$ cat src/rtl/instr_encoder_if.sv
// Request and instruction-memory handshake bundle for instr_encoder.
// master is the encoder side, slave is the requester/memory side.
interface instr_encoder_if #(
    parameter int ADDR_W = 8
);
    logic              in_valid;
    logic              in_ready;
    logic [4:0]        in_kind;
    logic [4:0]        in_rs;
    logic [4:0]        in_rt;
    logic [4:0]        in_rd;
    logic [4:0]        in_shamt;
    logic [15:0]       in_imm;
    logic              imem_we;
    logic              imem_ready;
    logic [ADDR_W-1:0] imem_addr;
    logic [31:0]       imem_wdata;

    modport master (
        input  in_valid, in_kind, in_rs, in_rt, in_rd,
        input  in_shamt, in_imm, imem_ready,
        output in_ready, imem_we, imem_addr, imem_wdata
    );

    modport slave (
        output in_valid, in_kind, in_rs, in_rt, in_rd,
        output in_shamt, in_imm, imem_ready,
        input  in_ready, imem_we, imem_addr, imem_wdata
    );
endinterface

$ cat src/rtl/instr_encoder.sv
// Encodes MIPS mnemonic requests into instruction words and streams
// them into instruction memory from a base address, one word per write.
module instr_encoder #(
    parameter int ADDR_W = 8
) (
    input  logic              clk,
    input  logic              rst_n,
    input  logic              start,
    input  logic [ADDR_W-1:0] base_addr,
    input  logic              flush,
    instr_encoder_if.master   bus,
    output logic              busy,
    output logic              done,
    output logic              err,
    output logic [ADDR_W:0]   words_written
);

    localparam logic [5:0] F_ADD  = 6'h20, F_ADDU = 6'h21;
    localparam logic [5:0] F_SUB  = 6'h22, F_SUBU = 6'h23;
    localparam logic [5:0] F_AND  = 6'h24, F_OR   = 6'h25;
    localparam logic [5:0] F_NOR  = 6'h27, F_SLT  = 6'h2A;
    localparam logic [5:0] F_SLL  = 6'h00, F_SRL  = 6'h02;
    localparam logic [5:0] F_SRA  = 6'h03, F_JR   = 6'h08;
    localparam logic [5:0] OP_ADDI  = 6'h08, OP_ADDIU = 6'h09;
    localparam logic [5:0] OP_ANDI  = 6'h0C, OP_BEQ   = 6'h04;
    localparam logic [5:0] OP_BNE   = 6'h05, OP_LBU   = 6'h24;
    localparam logic [5:0] OP_LHU   = 6'h25, OP_LUI   = 6'h0F;
    localparam logic [5:0] OP_LW    = 6'h23, OP_ORI   = 6'h0D;
    localparam logic [5:0] OP_SLTI  = 6'h0A, OP_SLTIU = 6'h0B;
    localparam logic [5:0] OP_SB    = 6'h28, OP_SH    = 6'h29;

    localparam logic [ADDR_W-1:0] ADDR_ONE = 1;
    localparam logic [ADDR_W:0]   CNT_ONE  = 1;

    typedef enum logic [1:0] {IDLE, RUN, DONE} state_t;

    state_t            state;
    logic [ADDR_W-1:0] addr;
    logic              flush_pending;
    logic              we_q;
    logic [ADDR_W-1:0] addr_q;
    logic [31:0]       wdata_q;

    logic        legal, itype;
    logic [4:0]  rs_f, rt_f, rd_f, sh_f;
    logic [5:0]  op, func;
    logic [31:0] word;
    logic        complete, last_addr_held, in_ready, accept;

    always_comb begin
        legal = 1'b1;
        itype = 1'b0;
        rs_f  = bus.in_rs;
        rt_f  = bus.in_rt;
        rd_f  = bus.in_rd;
        sh_f  = 5'd0;
        op    = 6'd0;
        func  = 6'd0;
        unique case (bus.in_kind)
            5'd0:  func = F_ADD;
            5'd1:  func = F_ADDU;
            5'd2:  func = F_SUB;
            5'd3:  func = F_SUBU;
            5'd4:  func = F_AND;
            5'd5:  func = F_OR;
            5'd6:  func = F_NOR;
            5'd7:  begin rs_f = 5'd0; sh_f = bus.in_shamt; func = F_SLL; end
            5'd8:  begin rs_f = 5'd0; sh_f = bus.in_shamt; func = F_SRL; end
            5'd9:  begin rs_f = 5'd0; sh_f = bus.in_shamt; func = F_SRA; end
            5'd10: func = F_SLT;
            5'd11: begin rt_f = 5'd0; rd_f = 5'd0; func = F_JR; end
            5'd12: begin itype = 1'b1; op = OP_ADDI;  end
            5'd13: begin itype = 1'b1; op = OP_ADDIU; end
            5'd14: begin itype = 1'b1; op = OP_ANDI;  end
            5'd15: begin itype = 1'b1; op = OP_BEQ;   end
            5'd16: begin itype = 1'b1; op = OP_BNE;   end
            5'd17: begin itype = 1'b1; op = OP_LBU;   end
            5'd18: begin itype = 1'b1; op = OP_LHU;   end
            5'd19: begin itype = 1'b1; op = OP_LUI; rs_f = 5'd0; end
            5'd20: begin itype = 1'b1; op = OP_LW;    end
            5'd21: begin itype = 1'b1; op = OP_ORI;   end
            5'd22: begin itype = 1'b1; op = OP_SLTI;  end
            5'd23: begin itype = 1'b1; op = OP_SLTIU; end
            5'd24: begin itype = 1'b1; op = OP_SB;    end
            5'd25: begin itype = 1'b1; op = OP_SH;    end
            default: legal = 1'b0;
        endcase
        word = itype ? {op, rs_f, rt_f, bus.in_imm}
                     : {6'd0, rs_f, rt_f, rd_f, sh_f, func};
    end

    assign complete       = we_q && bus.imem_ready;
    assign last_addr_held = we_q && (addr_q == '1);
    assign in_ready = (state == RUN) && !flush_pending &&
                      (!we_q || bus.imem_ready) && !last_addr_held;
    assign accept   = bus.in_valid && in_ready;

    assign bus.in_ready   = in_ready;
    assign bus.imem_we    = we_q;
    assign bus.imem_addr  = addr_q;
    assign bus.imem_wdata = wdata_q;
    assign busy = (state == RUN);
    assign done = (state == DONE);

    always_ff @(posedge clk or negedge rst_n) begin
        if (!rst_n) begin
            state         <= IDLE;
            addr          <= '0;
            flush_pending <= 1'b0;
            we_q          <= 1'b0;
            addr_q        <= '0;
            wdata_q       <= '0;
            err           <= 1'b0;
            words_written <= '0;
        end else begin
            unique case (state)
                IDLE: begin
                    if (start) begin
                        state         <= RUN;
                        addr          <= base_addr;
                        words_written <= '0;
                        flush_pending <= 1'b0;
                    end
                end
                RUN: begin
                    if (flush) flush_pending <= 1'b1;
                    if (complete) words_written <= words_written + CNT_ONE;
                    // addr tracks the next word to assign; it saturates at all-ones
                    if (accept && legal) begin
                        we_q    <= 1'b1;
                        addr_q  <= addr;
                        wdata_q <= word;
                        if (addr != '1) addr <= addr + ADDR_ONE;
                    end else if (complete) begin
                        we_q <= 1'b0;
                    end
                    if (accept && !legal) err <= 1'b1;
                    if (complete && last_addr_held) begin
                        state <= DONE;
                    end else if (flush_pending && (!we_q || complete)) begin
                        state         <= IDLE;
                        flush_pending <= 1'b0;
                    end
                end
                DONE: begin
                    if (flush) state <= IDLE;
                end
                default: state <= IDLE;
            endcase
        end
    end

endmodule

$ cat src/flat_wrapper.sv
// flat-port wrapper written by rule: the top's interface ports become plain ports
module instr_encoder_flat 
#(
    parameter int ADDR_W = 8
)
  (clk, rst_n, start, base_addr, flush, busy, done, err, words_written, bus_in_valid, bus_in_kind, bus_in_rs, bus_in_rt, bus_in_rd, bus_in_shamt, bus_in_imm, bus_imem_ready, bus_in_ready, bus_imem_we, bus_imem_addr, bus_imem_wdata);
  instr_encoder_if #(.ADDR_W(ADDR_W)) bus_i ();
  input  logic clk;
  input  logic rst_n;
  input  logic start;
  input  logic [ADDR_W-1:0] base_addr;
  input  logic flush;
  output logic busy;
  output logic done;
  output logic err;
  output logic [ADDR_W:0] words_written;
  input wire logic [$bits(bus_i.in_valid)-1:0] bus_in_valid;
  input wire logic [$bits(bus_i.in_kind)-1:0] bus_in_kind;
  input wire logic [$bits(bus_i.in_rs)-1:0] bus_in_rs;
  input wire logic [$bits(bus_i.in_rt)-1:0] bus_in_rt;
  input wire logic [$bits(bus_i.in_rd)-1:0] bus_in_rd;
  input wire logic [$bits(bus_i.in_shamt)-1:0] bus_in_shamt;
  input wire logic [$bits(bus_i.in_imm)-1:0] bus_in_imm;
  input wire logic [$bits(bus_i.imem_ready)-1:0] bus_imem_ready;
  output wire logic [$bits(bus_i.in_ready)-1:0] bus_in_ready;
  output wire logic [$bits(bus_i.imem_we)-1:0] bus_imem_we;
  output wire logic [$bits(bus_i.imem_addr)-1:0] bus_imem_addr;
  output wire logic [$bits(bus_i.imem_wdata)-1:0] bus_imem_wdata;
  assign bus_i.in_valid = bus_in_valid;
  assign bus_i.in_kind = bus_in_kind;
  assign bus_i.in_rs = bus_in_rs;
  assign bus_i.in_rt = bus_in_rt;
  assign bus_i.in_rd = bus_in_rd;
  assign bus_i.in_shamt = bus_in_shamt;
  assign bus_i.in_imm = bus_in_imm;
  assign bus_i.imem_ready = bus_imem_ready;
  assign bus_in_ready = bus_i.in_ready;
  assign bus_imem_we = bus_i.imem_we;
  assign bus_imem_addr = bus_i.imem_addr;
  assign bus_imem_wdata = bus_i.imem_wdata;
  instr_encoder #(.ADDR_W(ADDR_W)) u_core (.clk(clk), .rst_n(rst_n), .start(start), .base_addr(base_addr), .flush(flush), .bus(bus_i), .busy(busy), .done(done), .err(err), .words_written(words_written));
endmodule
$ cat config.mk
export PLATFORM = sky130hd
export DESIGN_NAME = instr_encoder_flat
export DESIGN_NICKNAME = d
export VERILOG_FILES = /design/src/rtl/instr_encoder_if.sv /design/src/rtl/instr_encoder.sv /design/src/flat_wrapper.sv
export SDC_FILE = /design/constraint.sdc
export NUM_CORES = 1
export LEC_CHECK = 0
export CELL_PAD_IN_SITES_DETAIL_PLACEMENT = 1
export CELL_PAD_IN_SITES_GLOBAL_PLACEMENT = 1
export CORE_AREA = 2 2 103 105
export DETAILED_ROUTE_END_ITERATION = 10
export DIE_AREA = 0 0 105 107
export GPL_TIMING_DRIVEN = 0
export PLACE_DENSITY_LB_ADDON = 0.1
export SKIP_CTS_REPAIR_TIMING = 1
export SYNTH_ARGS = -nofsm -noshare
export SYNTH_HDL_FRONTEND = slang
export SYNTH_SLANG_ARGS = --single-unit
$ cat constraint.sdc
create_clock -name clk -period 2.65 [get_ports clk]
set_input_delay 0.795 -clock clk [delete_from_list [all_inputs] [get_ports clk]]
set_output_delay 0.795 -clock clk [all_outputs]
set_load 0.01 [all_outputs]
; Word level (Yosys, flattened, before mapping)
; Index checks and enable logic that the tools add are counted.
[word_totals]
ff_bits = 62
elab_cells = 104
[classes]
addsub = 2
eq_ne = 35
muxes = 28
reduce_logical = 31
[op_table]
columns = operator, n
row1 = $pmux W6 S14, 1
row2 = $pmux W6 S11, 1
row3 = $eq A5 B5 Y1 const B, 10
row4 = $eq A5 B4 Y1 const B, 8
row5 = $mux W32, 1
row6 = $reduce_or A26 Y1, 1
row7 = $mux W8, 3
row8 = $eq A5 B3 Y1 const B, 4
row9 = $mux W5, 4
row10 = $mux W9, 2
row11 = $pmux W9 S2, 1
row12 = $pmux W8 S2, 1
row13 = $reduce_or A14 Y1, 1
row14 = $eq A5 B2 Y1 const B, 2
row15 = $logic_and A1 B1 Y1, 10
row16 = $add A9 B1 Y9 const B, 1
row17 = $add A8 B1 Y8 const B, 1
row18 = $eq A8 B8 Y1 const B, 1
row19 = $mux W1, 8
row20 = $mux W2, 4
row21 = $ne A8 B8 Y1 const B, 1
row22 = $reduce_and A2 Y1, 4
row23 = $ne A2 B1 Y1 const B, 3
row24 = $pmux W2 S3, 1
row25 = other kinds (15), 22

; Logic depth before layout (Yosys ltp)
[logic_depth]
word_depth = 8
ltp_mapped = 8
ltp_nobuf = 6

; Worst setup path before layout
; Ideal clock, no wire load.
[synth_path]
path_type = in2reg
startpoint = input port bus_in_kind[4]
endpoint = register u_core.addr[5]
setup_ns = 0.141
t_arrival_ns = 2.358
t_required_ns = 2.509
slack_ns = 0.150
path_stages = 7
path_cell_list = clkbuf_1 -> o211a_1 -> or4_4 -> or3_1 -> buf_6 -> o31ai_2 -> a21oi_1
[synth_via]
elab_chain_len = 6
word_cells_on_any_way = 31
classes_between = eq/ne (26) / mux (1) / reduce/logical (4)
[synth_lines]
columns = element, line
row1 = from (decl), flat_wrapper.sv:18  ; input wire logic [$bits(bus_i.in_kind)-1:0] bus_in_kind;
row2 = $eq A5 B3 Y1 (tied with other cells), instr_encoder.sv:59  ; unique case (bus.in_kind)
row3 = $reduce_or A26 Y1 (no line) (*), -
row4 = $mux W1 (*), instr_encoder.sv:59
row5 = $logic_and A1 B1 Y1 (*), instr_encoder.sv:129  ; if (accept && legal) begin
row6 = $ne A2 B1 Y1 (no line) (*), -
row7 = $reduce_and A4 Y1 (no line) (*), -
row8 = to (signal assigned), instr_encoder.sv:120  ; addr <= base_addr;
row9 = to (signal assigned), instr_encoder.sv:133  ; if (addr != '1) addr <= addr + ADDR_ONE;
row10 = to (decl), instr_encoder.sv:38  ; logic [ADDR_W-1:0] addr;
; Every way passes the cells marked *; elsewhere a longest branch is shown, timed or not.
; A chain may end at the register's enable or synchronous reset.

; Worst setup path after layout
[layout_path]
startpoint = register u_core.state[1]
endpoint = output port busy
[layout_via]
elab_chain_len = 1
[layout_lines]
columns = element, line
row1 = from (decl), instr_encoder.sv:37  ; state_t state;
row2 = from (signal assigned), instr_encoder.sv:107  ; state <= IDLE;
row3 = from (signal assigned), instr_encoder.sv:119  ; state <= RUN;
row4 = from (signal assigned), instr_encoder.sv:139  ; state <= DONE;
row5 = $eq A2 B1 Y1, instr_encoder.sv:102  ; assign busy = (state == RUN);
row6 = to (decl), flat_wrapper.sv:13  ; output logic busy;
; Every way passes these cells.

==> impl_metrics.ini <==
[cells_and_area]
final_cell_mix = clkdlybuf4s50_1, nand2_1, dfrtp_1
area_growth_pct = 44.5
multi_input_area_mm2 = 0.00162
num_antenna_cells = 0
final_common_cell = clkdlybuf4s50_1
fillCellCount = 1238
nets = 555
utilization_pct = 46.9
drive_gt1_share_pct = 9.00
seq_area_mm2 = 0.00153

[timing]
fin_ws_ns = 0.0842
finalMaxSlewViolations = 0
post-route-period-util_pct = 96.8
hold_ws_ns = 0.470
period_minus_slack_ns = 2.57
skew_ns = 0.00862
rsz0062_at_grt = true
worstMarginPinSlew_ns = 0.809
slew_headroom_pct = 46.1
hold_viol = 0
fmax_ghz = 0.390
finalSetupViolCount = 0

[die]
die_h_um = 107
rows = 37
design.core.area_mm2 = 0.0101
io_pins = 109
die_x_um = 105
start_util_pct = 32.5
dieArea_mm2 = 0.0112

[synthesis]
syn_avg_cell_area_um2 = 8.56
ys_warn_count = 0
ys_types = 55
netlist_area_mm2 = 0.00328
synthCells = 383
synth-edff-count = 0
synthArstFlopShare_pct = 100
ys_ff_latch = 61
synth_ff_type = dfrtp_1
syn_nets = 440
synth_seq_area_share_pct = 46.6

[clock_tree]
cts_max_level = 3
clock-sinks = 61
cts.clk_slew.worst_paths_ns = 0.07
cts_made_buffers = 9
cts-root-buf = clkbuf_8
cts_tree = yes
clk_latency_ns = 0.34
cts_buffer_depth = 2

[power]
fin_total_pwr_mw = 4.38
vdd_ir_drop_max_mv = 0.306
intPower_mw = 2.68
switching_share_pct = 38.8
p_clk_share_pct = 16.3
power.density_mw_per_mm2 = 924
seq_power_share_pct = 37.8
p_leak_nw = 2.05
p_sw_mw = 1.70
p_comb_share_pct = 45.9

[drt]
drc = 0
dr.pass1.iters = 4
avgViaCountPerCell = 5.22
ant_nets = 0
drt_wl_total_mm = 10.8
vias = 3317
routedWlPerCell_um = 17.0
first_iter_violations = 94

[setup_path]
worst-path-buf-inv = 3
crit_family = buffers and inverters
setup.worst_path.end_class = primary output
cp_slowest_cell = clkdlybuf4s50_1
required_ns = 1.86
worstPathMaxFanout = 12
r2r_cells = 6
slowest_delay_ns = 0.57
regToRegSetupSlack_ns = 0.37
start_kind = register
r2r-end = u_core.addr[5]$_DFFE_PN0P_
critical_path_class = reg2out
worstPathCellList = buf_6 > nand2b_4 > clkinvlp_4 > clkdlybuf4s50_1
rr_startpoint = u_core.bus.imem_we$_DFFE_PN0P_
worstPathArrival_ns = 1.77

[placed_design]
gp_congestion = 0.831
port-buffer-count = 105
dpl.hpwl_mm = 7.76
place_ws_ns = -0.619

[global_route]
overflow = 0
grt_pass1_wl_mm = 17.7
antenna_found_initial = 0
grt_pass1_vias = 3354
grt_max_degree = 62
grt.total_usage_pct = 19.7

[min_path]
hold_end = u_core.bus.imem_wdata[31]$_DFFE_PN0P_
whs_path_depth = 2
hold_path_class = reg2reg
hold_path.startpoint = u_core.bus.imem_wdata[31]$_DFFE_PN0P_

[job]
drv_cap = 0

[run_status]
status = completed
metal layers:
metal / track usage (%) / part of all wire (%)
met4: 5.52 / 1.1
met1: 24.8 / 43
met2: 34.2 / 51
met5: 0 / 0
met3: 4.26 / 4.7
power groups by stage:
stage	clock [mW]	combinational (mW)	sequential, mW
3_3_place_gp	0	1.94	1.65
3_5_place_dp	0	1.98	1.67
4_1_cts	0.740	1.99	1.65
6_report	0.712	2.01	1.65
5_1_grt	0.780	2.22	1.71
2_1_floorplan	0	0.839	1.73
synth_stat cells (2+ instances only):
| library cell | instances | area [µm²] |
|---|---|---|
| nand2_1 | 62 | 233 |
| dfrtp_1 | 61 | 1530 |
| nor2_1 | 43 | 161 |
| o21ai_0 | 25 | 125 |
| a21oi_1 | 22 | 110 |
| nand3_1 | 17 | 85.1 |
| clkbuf_1 | 16 | 60.1 |
| inv_1 | 15 | 56.3 |
| a221oi_1 | 12 | 105 |
| o31ai_1 | 9 | 67.6 |
| xor2_1 | 9 | 78.8 |
| nand4_1 | 8 | 50.1 |
| nor3_1 | 7 | 35.0 |
| buf_2 | 6 | 30.0 |
| nand2b_1 | 6 | 37.5 |
| nor2b_1 | 6 | 37.5 |
| a31oi_1 | 4 | 25.0 |
| buf_6 | 3 | 33.8 |
| nand3b_1 | 3 | 22.5 |
| o22ai_1 | 3 | 18.8 |
| o32ai_1 | 3 | 26.3 |
| a311oi_1 | 2 | 17.5 |
| and2_1 | 2 | 12.5 |
| and3_1 | 2 | 12.5 |
| and4_1 | 2 | 17.5 |
| ha_1 | 2 | 25.0 |
| mux2i_1 | 2 | 20.0 |
| nor3b_1 | 2 | 15.0 |
| nor4_1 | 2 | 12.5 |
| o211ai_1 | 2 | 15.0 |
cells by family after synthesis:
family / share of synthesized area (%)
adders and majority gates: 0.763
other: 0.114
DFF: 46.6
AOI/OAI and AO/OA: 19.6
muxes: 0.611
xor gates and xnor gates: 2.40
and+or+nand+nor: 24.1
buffers and inverters: 5.84
worst register-to-register path: stages, from the launching register on:
cell	delay (ns)
dfrtp_1	0.51
nor2b_1	0.25
or4_4	0.56
or3_1	0.39
buf_6	0.16
o31ai_2	0.21
a21oi_1	0.09
how the worst max path moves through the flow:
stage | startpoint | endpoint | depth (start not counted)
after floorplan | bus_in_kind[4] | u_core.addr[5]$_DFFE_PN0P_ | 7
after global placement | rst_n | u_core.bus.imem_wdata[11]$_DFFE_PN0P_ | 1
after detailed placement | bus_imem_ready | bus_in_ready | 4
after CTS | u_core.bus.imem_we$_DFFE_PN0P_ | bus_in_ready | 4
after global routing | u_core.bus.imem_we$_DFFE_PN0P_ | bus_in_ready | 4
final | u_core.state[1]$_DFFE_PN0P_ | busy | 4
final cells by class:
cell class,instances,area share (%)
Buffer,26,3.09
Clock buffer,10,2.91
Clock inverter,3,0.317
Inverter,15,1.27
Multi-Input combinational cell,280,34.2
Sequential cell,61,32.2
Tap cell,136,3.59
Timing Repair Buffer,105,22.4
registers in the layout, summed over array words and instances (netlist names):
name                   count
u_core.bus.imem_wdata     31
u_core.words_written       9
u_core.addr                8
u_core.bus.imem_addr       8
u_core.state               2
u_core.bus.imem_we         1
u_core.err                 1
u_core.flush_pending       1
per-stage QoR:
step           TNS [ns]  cells  area [µm²]
6_report              0    636        4740
3_5_place_dp     -22.85    624        4500
3_3_place_gp    -111.17    624        4500
5_1_grt         -0.0251    636        4740
2_1_floorplan         0    383        3280
4_1_cts           -6.06    637        4650
Power figures use the tool's default switching activity.
